`config.mk`:
```
export PLATFORM = sky130hd
export DESIGN_NAME = load_store_unit
export DESIGN_NICKNAME = d
export VERILOG_FILES = /design/src/rtl/load_store_unit.sv
export SDC_FILE = /design/constraint.sdc
export NUM_CORES = 1
export LEC_CHECK = 0
export CORE_MARGIN = 2
export CORE_UTILIZATION = 42
export CTS_CLUSTER_DIAMETER = 60
export DETAILED_ROUTE_END_ITERATION = 12
export PLACE_DENSITY = 0.79
export SYNTH_ARGS = -nofsm -noshare
export SYNTH_HDL_FRONTEND = slang
export SYNTH_SLANG_ARGS = --single-unit
```
`constraint.sdc`:
```
create_clock -name clk -period 5.6 [get_ports clk]
set_input_delay 0.84 -clock clk [delete_from_list [all_inputs] [get_ports clk]]
set_output_delay 0.84 -clock clk [all_outputs]
set_load 0.05 [all_outputs]
```
`src/rtl/load_store_unit.sv`:
```
// load_store_unit
//   Memory-stage load/store unit. Sits between EX/MEM and the data bus: runs a
//   req/gnt + rvalid handshake, builds byte enables and lane-steered write
//   data, extracts and sign/zero-extends load data, and stalls the pipeline
//   until the access finishes.
//
// Ports
//   clk, rst                  clock, async active-high reset
//   load_i, store_i           MEM-stage access kind (held while stall_o)
//   funct3_i, addr_i, wdata_i access size/sign, byte address, store data
//   stall_o                   pipeline freeze
//   rdata_o                   extended load result (valid in DONE, held after)
//   misaligned_o, fault_o     exception flags, DONE cycle only
//   mem_req_o .. mem_wdata_o  bus request side
//   mem_gnt_i .. mem_err_i    bus grant / response side
//
// Parameter WAIT_LIMIT: grant wait bound in cycles (0 = no timeout).
// Build option LSU_MISALIGNED_SPLIT_EN: when defined, misaligned accesses are
//   performed (word-crossing ones as two bus transactions) instead of trapping.
//
// state | meaning
// IDLE  | waiting for a load/store, decodes legality
// REQ   | first (or only) word request held until grant
// RESP  | waiting for first word response
// REQ2  | second word request of a split access
// RESP2 | waiting for second word response
// DONE  | one-cycle result/flag presentation, pipeline released
module load_store_unit #(
  parameter int unsigned WAIT_LIMIT = 255
) (
  input  logic        clk,
  input  logic        rst,
  input  logic        load_i,
  input  logic        store_i,
  input  logic [2:0]  funct3_i,
  input  logic [31:0] addr_i,
  input  logic [31:0] wdata_i,
  output logic        stall_o,
  output logic [31:0] rdata_o,
  output logic        misaligned_o,
  output logic        fault_o,
  output logic        mem_req_o,
  output logic        mem_we_o,
  output logic [31:0] mem_addr_o,
  output logic [3:0]  mem_be_o,
  output logic [31:0] mem_wdata_o,
  input  logic        mem_gnt_i,
  input  logic        mem_rvalid_i,
  input  logic [31:0] mem_rdata_i,
  input  logic        mem_err_i
);

  typedef enum logic [2:0] {
    S_IDLE  = 3'd0,
    S_REQ   = 3'd1,
    S_RESP  = 3'd2,
`ifdef LSU_MISALIGNED_SPLIT_EN
    S_REQ2  = 3'd3,
    S_RESP2 = 3'd4,
`endif
    S_DONE  = 3'd5
  } state_t;

  localparam int unsigned CW = (WAIT_LIMIT < 2) ? 1 : $clog2(WAIT_LIMIT);
  // Down-counter start value; terminal count 0 marks the last allowed wait cycle.
  localparam logic [CW-1:0] WAIT_INIT = CW'(WAIT_LIMIT - 1);

  state_t        state_q, state_d;
  logic [31:0]   addr_q, addr_d, wdata_q, wdata_d, rdata_q, rdata_d;
  logic [2:0]    funct3_q, funct3_d;
  logic          we_q, we_d, fault_q, fault_d, misal_q, misal_d;
  logic [CW-1:0] cnt_q, cnt_d;

  logic [1:0]  off;
  logic [3:0]  base_be;
  logic [31:0] wdata_repl, word_addr;
  logic [63:0] resp_merged;
  logic        req_active, busy, illegal_in, timeout;

  function automatic logic [31:0] extend_load(input logic [2:0] f3, input logic [1:0] o,
                                              input logic [63:0] merged);
    logic [31:0] w;
    logic [31:0] res;
    w = 32'(merged >> {o, 3'b000});
    case (f3)
      3'b000:  res = {{24{w[7]}}, w[7:0]};
      3'b001:  res = {{16{w[15]}}, w[15:0]};
      3'b100:  res = {24'h0, w[7:0]};
      3'b101:  res = {16'h0, w[15:0]};
      default: res = w;
    endcase
    return res;
  endfunction

  assign off       = addr_q[1:0];
  assign word_addr = {addr_q[31:2], 2'b00};

  always_comb begin
    case (funct3_q[1:0])
      2'b00:   begin base_be = 4'b0001; wdata_repl = {4{wdata_q[7:0]}};  end
      2'b01:   begin base_be = 4'b0011; wdata_repl = {2{wdata_q[15:0]}}; end
      default: begin base_be = 4'b1111; wdata_repl = wdata_q;            end
    endcase
  end

  assign illegal_in = (load_i & store_i)
                    | (load_i & ((funct3_i == 3'b011) | (funct3_i[2:1] == 2'b11)))
                    | (store_i & funct3_i[2]);
  assign timeout = (WAIT_LIMIT != 0) && (cnt_q == '0);

`ifdef LSU_MISALIGNED_SPLIT_EN
  logic [31:0] first_q, first_d;
  logic [7:0]  be_wide;
  logic [63:0] wdata_wide;
  logic        split, nat_aligned, second;

  // Lanes pushed past bit 3 belong to the following word.
  assign be_wide     = {4'b0000, base_be} << off;
  assign wdata_wide  = {32'h0, wdata_q} << {off, 3'b000};
  assign split       = |be_wide[7:4];
  assign nat_aligned = (funct3_q[1:0] == 2'b00) | ((funct3_q[1:0] == 2'b01) & ~off[0]) | (off == 2'b00);
  assign second      = (state_q == S_REQ2);
  assign req_active  = (state_q == S_REQ) | (state_q == S_REQ2);
  assign busy        = req_active | (state_q == S_RESP) | (state_q == S_RESP2);
  assign mem_addr_o  = !req_active ? 32'h0 : (second ? word_addr + 32'd4 : word_addr);
  assign mem_be_o    = !req_active ? 4'h0 : (second ? be_wide[7:4] : be_wide[3:0]);
  // Replication only lines data up with its lanes when naturally aligned.
  assign mem_wdata_o = !req_active ? 32'h0 :
                       second      ? wdata_wide[63:32] :
                       nat_aligned ? wdata_repl : wdata_wide[31:0];
  assign resp_merged = (state_q == S_RESP2) ? {mem_rdata_i, first_q} : {32'h0, mem_rdata_i};
`else
  logic misal_in;

  assign misal_in    = ((funct3_i[1:0] == 2'b01) & addr_i[0])
                     | ((funct3_i[1:0] == 2'b10) & (addr_i[1:0] != 2'b00));
  assign req_active  = (state_q == S_REQ);
  assign busy        = req_active | (state_q == S_RESP);
  assign mem_addr_o  = req_active ? word_addr : 32'h0;
  assign mem_be_o    = req_active ? (base_be << off) : 4'h0;
  assign mem_wdata_o = req_active ? wdata_repl : 32'h0;
  assign resp_merged = {32'h0, mem_rdata_i};
`endif

  assign mem_req_o    = req_active;
  assign mem_we_o     = req_active & we_q;
  assign stall_o      = ((state_q == S_IDLE) & (load_i | store_i)) | busy;
  assign rdata_o      = rdata_q;
  assign fault_o      = fault_q;
  assign misaligned_o = misal_q;

  always_comb begin
    state_d  = state_q;
    addr_d   = addr_q;
    wdata_d  = wdata_q;
    funct3_d = funct3_q;
    we_d     = we_q;
    cnt_d    = cnt_q;
    rdata_d  = rdata_q;
    fault_d  = 1'b0;
    misal_d  = 1'b0;
`ifdef LSU_MISALIGNED_SPLIT_EN
    first_d  = first_q;
`endif
    case (state_q)
      S_IDLE: begin
        if (load_i | store_i) begin
          if (illegal_in) begin
            state_d = S_DONE;
            fault_d = 1'b1;
`ifndef LSU_MISALIGNED_SPLIT_EN
          end else if (misal_in) begin
            state_d = S_DONE;
            misal_d = 1'b1;
`endif
          end else begin
            state_d  = S_REQ;
            addr_d   = addr_i;
            wdata_d  = wdata_i;
            funct3_d = funct3_i;
            we_d     = store_i;
            cnt_d    = WAIT_INIT;
          end
        end
      end
      S_REQ: begin
        if (mem_gnt_i) state_d = S_RESP;
        else if (timeout) begin
          state_d = S_DONE;
          fault_d = 1'b1;
        end else cnt_d = cnt_q - CW'(1);
      end
      S_RESP: begin
        if (mem_rvalid_i) begin
          if (mem_err_i) begin
            state_d = S_DONE;
            fault_d = 1'b1;
`ifdef LSU_MISALIGNED_SPLIT_EN
          end else if (split) begin
            state_d = S_REQ2;
            cnt_d   = WAIT_INIT;
            first_d = mem_rdata_i;
`endif
          end else begin
            state_d = S_DONE;
            if (!we_q) rdata_d = extend_load(funct3_q, off, resp_merged);
          end
        end
      end
`ifdef LSU_MISALIGNED_SPLIT_EN
      S_REQ2: begin
        if (mem_gnt_i) state_d = S_RESP2;
        else if (timeout) begin
          state_d = S_DONE;
          fault_d = 1'b1;
        end else cnt_d = cnt_q - CW'(1);
      end
      S_RESP2: begin
        if (mem_rvalid_i) begin
          state_d = S_DONE;
          if (mem_err_i) fault_d = 1'b1;
          else if (!we_q) rdata_d = extend_load(funct3_q, off, resp_merged);
        end
      end
`endif
      S_DONE:  state_d = S_IDLE;
      default: state_d = S_IDLE;
    endcase
  end

  always_ff @(posedge clk or posedge rst) begin
    if (rst) begin
      state_q  <= S_IDLE;
      addr_q   <= 32'h0;
      wdata_q  <= 32'h0;
      funct3_q <= 3'h0;
      we_q     <= 1'b0;
      cnt_q    <= '0;
      rdata_q  <= 32'h0;
      fault_q  <= 1'b0;
      misal_q  <= 1'b0;
`ifdef LSU_MISALIGNED_SPLIT_EN
      first_q  <= 32'h0;
`endif
    end else begin
      state_q  <= state_d;
      addr_q   <= addr_d;
      wdata_q  <= wdata_d;
      funct3_q <= funct3_d;
      we_q     <= we_d;
      cnt_q    <= cnt_d;
      rdata_q  <= rdata_d;
      fault_q  <= fault_d;
      misal_q  <= misal_d;
`ifdef LSU_MISALIGNED_SPLIT_EN
      first_q  <= first_d;
`endif
    end
  end

endmodule
```
**After elaboration in Yosys (flattened, before gate mapping)**

Cells that the tools add are included.

- Muxes and demuxes: 30
- Shift operators: 2
- Eq/ne operators: 17
- Add/sub/neg operators: 1
- Bitwise logic cells: 18
- Reduce and logical (&&, ||, !) cells: 10

Operators by type and width:

| cell | count |
|---|---|
| 32-bit one-hot mux with 4 select lines | 1 |
| 32-bit 2-to-1 mux | 2 |
| 32-bit one-hot mux with 2 select lines | 1 |
| 8-bit 2-to-1 mux | 5 |
| 32-bit by 5-bit >> shifter with 32-bit output | 1 |
| 3-bit 2-to-1 mux | 6 |
| 8-bit one-hot mux with 2 select lines | 1 |
| 1-bit 2-to-1 mux | 10 |
| 2-bit inequality test, second input constant | 5 |
| 3-bit one-hot mux with 3 select lines | 1 |
| 8-bit zero test | 1 |
| 4-bit one-hot mux with 2 select lines | 1 |
| 4-bit AND reduction | 2 |
| 8-bit by 1-bit subtractor with 8-bit output, second input constant | 1 |
| 1-bit AND | 7 |
| 1-bit OR | 7 |
| 3-bit by 1-bit == test with 1-bit output, second input constant | 2 |
| 3-bit by 2-bit == test with 1-bit output, second input constant | 2 |
| 3-bit == test, second input constant | 2 |
| 3-bit zero test | 2 |
| 6-bit AND reduction | 1 |
| 2-bit by 1-bit == test with 1-bit output, second input constant | 2 |
| 2-bit == test, second input constant | 2 |
| 4-bit 2-to-1 mux | 1 |
| 8 further kinds | 12 |

- Logic and storage cells: 87
- Bits of input ports: 106
- Register bits: 113

**Logic depth before layout (Yosys ltp)**

Gate-level depths: netlist (run 1).

- Depth after elaboration: 8
- Depth in mapped cells: 7
- Depth with buffers taken out: 6

**Worst setup path before layout (run 1)**

Ideal clock, no wire load.

- Path kind: flip-flop to output port
- Start point: register addr_q[0]
- End point: output port mem_be_o[2]
- Setup slack: 2.398 ns
- Data arrival time: 2.362 ns
- Cell stages (with the launch flop): 6
- Required time: 4.760 ns
- Path through: dfrtp_1 > buf_2 > buf_2 > clkbuf_1 > nand2_1 > a221oi_1

- Longest elaborated chain between the ends: 2

RTL lines:

| element | RTL line | RTL |
|---|---|---|
| from (decl) | 69 | `logic [31:0] addr_q, addr_d, wdata_q, wdata_d, rdata_q, rdata_d;` |
| from (signal assigned) | 247 | `addr_q <= addr_d;` |
| 4-bit by 2-bit << shifter with 4-bit output | 140 | `assign mem_be_o = req_active ? (base_be << off) : 4'h0;` |
| 4-bit 2-to-1 mux | 140 |  |
| to (decl) | 45 | `output logic [3:0] mem_be_o,` |

No other way between the ends.

**Final worst setup path (run 1)**

- Start point: register funct3_q[0]
- End point: output port mem_wdata_o[9]

- Longest elaborated chain between the ends: 3

RTL lines:

| element | RTL line | RTL |
|---|---|---|
| from (decl) | 70 | `logic [2:0] funct3_q, funct3_d;` |
| from (signal assigned) | 249 | `funct3_q <= funct3_d;` |
| 2-bit by 1-bit == test with 1-bit output / 2-bit zero test (equally long branches) | 99 | `case (funct3_q[1:0])` |
| 32-bit one-hot mux with 2 select lines (*) | 99 |  |
| 32-bit 2-to-1 mux (*) | 141 | `assign mem_wdata_o = req_active ? wdata_repl : 32'h0;` |
| to (decl) | 46 | `output logic [31:0] mem_wdata_o,` |

Mark *: on every way between the ends. The rest lies on a longest branch, timed or not.

==> reports/results.txt, run 1 <==
status: complete, no violations
most frequent cell after synthesis: dfrtp_1
Pwr Density: 686 nW/um^2
asr flop ratio synth: 1.00
Power, Total: 0.00599 W
die width: 124 microns
Starting Density: 0.431
fmax: 267 MHz
Iteration-0 DRC Markers: 303
Worst path max stage delay: 0.85 ns
post-synth cell types: 54
#FFs+latches synth: 113
CP Buf/Inv Count: 1
per-cell routed wire length: 18.9 microns
Fill cells: 1084
Final Hold Fails: 0
Clock Tree Buf Depth: 2
Post-synth top cells: dfrtp_1, mux2_2, nor2_1, and3_1, a21oi_1
dpl hpwl: 12.3 mm
Max Cap Violations: 0
Critical Path Start: funct3_q[0]
worst r2r path cells: 6
clk_skew: 0.0102 ns
Lkg Pwr: 3.74 nW
CP max-delay cell: clkdlybuf4s50_1
gr ovfl total: 0
IO Count: 211
Die H: 124 microns
r2r endpoint: addr_q[20]
initial antenna violation count: 0
Avg Inst Size Synth: 10.9 sq um
GP Congestion: 0.782
Yosys Warn Count: 0
CTS sink cnt: 113
FF-to-FF Start: state_q[1]
DRT Pass-1 Iters: 4
TritonCTS clock tree: yes
CP Capture Type: output port
setup tns final: 0 ns
# diodes: 0
Layout Nets: 850
Die Footprint: 15300 sq um
vias in the first global route: 5290
post-synthesis sequential area ratio: 0.471
port bufs: 208
r2r setup slk: 2.70 ns
worst min path class: flop to flop
post-route ant nets: 0
worst path cell trace: nor2_1 -> nand2_1 -> a21oi_1 -> clkdlybuf4s50_1
Worst-path clk slew: 0.05 ns
area delta synth->final: 45.4%
CTS root buf: clkbuf_16
TritonCTS Buffers: 17
Cell Rows: 43
area of the core: 13900 sq um
RSZ-0062 raised after global routing: false
Worst Path Class, Setup: flop to output port
routed via count: 5164
synthesized cell area: 6010 sq um
ys flop type: dfrtp_1
startpoint type of the worst setup path: flop
total setup buffers inserted after CTS: 0
Remaining DRCs: 0
number of synthesized flops with an enable pin: 0
largest net degree at the start of global routing: 78
layout cell share with drive strength beyond 1: 0.166
Avg Vias per Cell: 5.53
final WL: 17.6 mm
CP endpoint: mem_wdata_o[9]
WP depth: 4
CP Data Arrival Time: 2.91 ns
largest area contributor in the netlist: dfrtp_1
# hold bufs at CTS: 0
H-tree depth: 4
post-layout min period: 3.75 ns
worst IR drop on VDD: 0.342 mV
Slew @ Worst Pin: 0.960 ns
Post-CTS Resized: 0
overall routing resource usage: 0.234
Post-Syn Instances: 549
clk_lat worst skew: 0.41 ns
Worst slew margin: 0.360
# setup viols final: 0
worst-path fanout max: 13
first-pass GRT wire length: 27.3 mm
final slew viol count: 0
final worst path period share: 0.669
Yosys top cell area share: 0.471
synth top area cells: dfrtp_1, mux2_2, mux2i_1
CP Data Required Time: 4.76 ns
Largest delay share family, worst path: buffers and inverters
[cells in the final DEF, fill, tap and decap left out, drive strengths merged, types with 11 or more instances in the layout]
cell,count
clkbuf,23
mux2i,32
dfrtp,113
a211oi,11
and3,40
a21oi,39
clkdlybuf4s50,208
mux2,76
nor2,51
nand2,32
o22a,17
[registers in the layout, indices dropped and copies added, names as in the netlist, 3 cells and up]
signal / flops
wdata_q: 32
state_q: 3
cnt_q: 8
addr_q: 32
funct3_q: 3
rdata_o: 32
[logic make-up (layout without fill, tap and decap cells)]
| logic type | Yosys count | in the layout | synth area share |
|---|---|---|---|
| and+or+nand+nor | 170 | 170 | 0.152 |
| muxes | 109 | 109 | 0.212 |
| other | 1 | 2 | 0.000624 |
| buffers and inverters | 54 | 257 | 0.0442 |
| adders and majority gates | 1 | 1 | 0.00208 |
| DFF | 113 | 113 | 0.471 |
| xor gates and xnor gates | 1 | 1 | 0.00146 |
| AOI/OAI and AO/OA | 100 | 100 | 0.117 |
[metal layers]
metal,share of wire,GRT usage,routed length (microns),vias to the layer above
met3,0.077,0.0659,1350,33
met1,0.42,0.291,7340,2548
met2,0.48,0.383,8490,227
met5,0,0,0,-
li1,-,-,-,2356
met4,0.023,0.0945,397,0
[how the worst min path moves through the flow]
stage / start / to / cells past startpoint
final: rdata_o[29] / rdata_o[29] / 1
after floorplan: addr_q[16] / addr_q[16] / 1
after CTS: addr_q[17] / addr_q[17] / 1
after global routing: addr_q[22] / addr_q[22] / 1
after detailed placement: addr_q[26] / addr_q[26] / 1
after global placement: addr_q[25] / addr_q[25] / 1
[power breakdown]
part	leakage, nW	switching (W)	internal (W)
Combinational	2.11	0.00210	0.00131
Clock	0.275	0.000352	0.000679
Sequential	1.35	0.000329	0.00122
Total	3.74	0.00278	0.00321
[area by class of cell]
cell class                      count  area, sq um  share of cell area
Inverter                           10         40.0             0.00459
Sequential cell                   113         2830               0.324
Clock inverter                      6         82.6             0.00946
Tap cell                          180          225              0.0258
Timing Repair Buffer              218         2160               0.247
Multi-Input combinational cell    383         2920               0.334
Clock buffer                       23          478              0.0548
[through the flow]
| stage | hold WS, ns | std cells | area (sq um) | utilization | setup WS [ns] |
|---|---|---|---|---|---|
| after global routing | 0.517 | 933 | 8730 | 0.626 | 1.80 |
| after detailed placement | 0.487 | 904 | 8170 | 0.586 | 1.94 |
| after global placement | 0.483 | 904 | 8170 | 0.586 | 2.01 |
| after floorplan | 0.472 | 550 | 6010 | - | 1.77 |
| after CTS | 0.502 | 933 | 8730 | 0.626 | 1.91 |
| final | 0.502 | 933 | 8730 | 0.626 | 1.85 |
Note: power is estimated with default switching activity, not from simulation.
==> run 2, diff against run 1 <==
- CORE_UTILIZATION: 42 -> 41
- PLACE_DENSITY: 0.79 -> 0.81
- clock period: 5.6 -> 3.16 ns (I/O delays scaled with it)
==> reports/results.txt, run 2 (synthesized netlist as in run 1, its figures left out) <==
setup tns final: 0 ns
Iteration-0 DRC Markers: 340
# hold bufs at CTS: 0
Starting Density: 0.416
# setup viols final: 0
initial antenna violation count: 0
worst-path fanout max: 35
first-pass GRT wire length: 28.4 mm
placed cell areas: 8550 sq um
Slew @ Worst Pin: 0.928 ns
Post-CTS Resized: 0
area delta synth->final: 52.3%
layout cell share with drive strength beyond 1: 0.218
dpl hpwl: 12.8 mm
Remaining DRCs: 0
IO Count: 211
area of the core: 14400 sq um
GP Congestion: 0.831
H-tree depth: 4
Clock Tree Buf Depth: 2
fmax: 341 MHz
most common cell after layout, fill and taps aside: clkdlybuf4s50_1
Worst slew margin: 0.380
post-layout min period: 2.93 ns
worst IR drop on VDD: 0.629 mV
Avg Vias per Cell: 5.48
Pwr Density: 1220 nW/um^2
gr ovfl total: 0
overall routing resource usage: 0.229
CTS root buf: clkbuf_16
vias in the first global route: 5363
worst min path class: flop to flop
port bufs: 208
RSZ-0062 raised after global routing: false
# diodes: 0
DRT Pass-1 Iters: 5
Non-Filler Instances: 946
Worst Hold Launch: addr_q[15]
Cell Rows: 44
final WL: 17.7 mm
most frequent cells in the layout: clkdlybuf4s50_1, dfrtp_1, mux2_2
FF-to-FF Start: addr_q[0]
clk_lat worst skew: 0.41 ns
Post-Place Cells: 915
CTS sink cnt: 113
CP Data Required Time: 2.69 ns
Worst-path clk slew: 0.05 ns
CP Data Arrival Time: 2.46 ns
largest net degree at the start of global routing: 48
final worst path period share: 0.927
CP Capture Type: output port
total setup buffers inserted after CTS: 0
Fill cells: 1110
Max Cap Violations: 0
Die H: 125 microns
final slew viol count: 0
status: complete, no violations
TritonCTS Buffers: 17
clk_skew: 0.00968 ns
Layout Nets: 857
TritonCTS clock tree: yes
startpoint type of the worst setup path: flop
Final Hold Fails: 0
Die Footprint: 15600 sq um
Worst Path Class, Setup: flop to output port
die width: 125 microns
per-cell routed wire length: 18.7 microns
Final Instance Area: 9150 sq um
Power, Total: 0.0112 W
Critical Path Start: state_q[1]
Lkg Pwr: 3.94 nW
Fin Hold WS: 0.500 ns
routed via count: 5185
post-route ant nets: 0
## run 2: changes by cell type in the layout (fill, tap and decap cells not counted), sizes merged
cell,delta
inv,-1
bufinv,+1
buf,+37
clkinvlp,+3
clkdlybuf4s50,-30
clkinv,+2
clkbuf,-3
## run 2: layer usage
metal	global-route usage	share of wire	vias to the layer above
li1	-	-	2371
met1	0.287	0.42	2555
met2	0.371	0.48	231
met3	0.0736	0.079	28
met4	0.0869	0.019	0
met5	0	0	-
## run 2: stage by stage
step / util / setup WS (ns)
after floorplan: - / 0.324
after global placement: 0.593 / 0.570
after detailed placement: 0.593 / 0.494
after CTS: 0.634 / 0.214
after global routing: 0.634 / 0.118
final: 0.634 / 0.230
## run 2: area by class of cell
type                       instances  area [sq um]  share of cell area
clock buffer                      20           457              0.0499
timing repair buffer             225          2530               0.277
multi-input combinational        383          2920               0.319
sequential                       113          2830               0.309
tap                              184           230              0.0252
inverter                          10          41.3             0.00451
clock inverter                    11           138              0.0150
## run 2: report_power, final
group | total (W) | switching, W | leakage (nW) | internal, W
sequential | 0.00278 | 0.000628 | 1.35 | 0.00215
combinational | 0.00649 | 0.00379 | 2.30 | 0.00270
clock | 0.00192 | 0.000656 | 0.287 | 0.00127
total | 0.0112 | 0.00507 | 3.94 | 0.00612
## run 2: final timing paths
check                                  to  cells after the start  slack (ns)
setup / recovery           mem_wdata_o[2]                      4        0.23
hold / removal                 addr_q[15]                      1        0.50
setup reg to reg              rdata_o[21]                      5        0.94
hold reg to reg                addr_q[15]                      1        0.50
max in group asynchronous     wdata_q[21]                      3        1.84
min in group asynchronous     rdata_o[27]                      2        0.61
## run 2: critical path, stage by stage (launching register included)
cell             delay (ns)
dfrtp_1                0.52
nor2_2                 0.16
buf_4                  0.29
and3_1                 0.23
clkdlybuf4s50_1        0.82
==> run 3, diff against run 2 <==
- CAP_MARGIN: not set -> 20
==> results of run 3 <==
No change in the layout: final DEF, timing and power equal those of run 2.
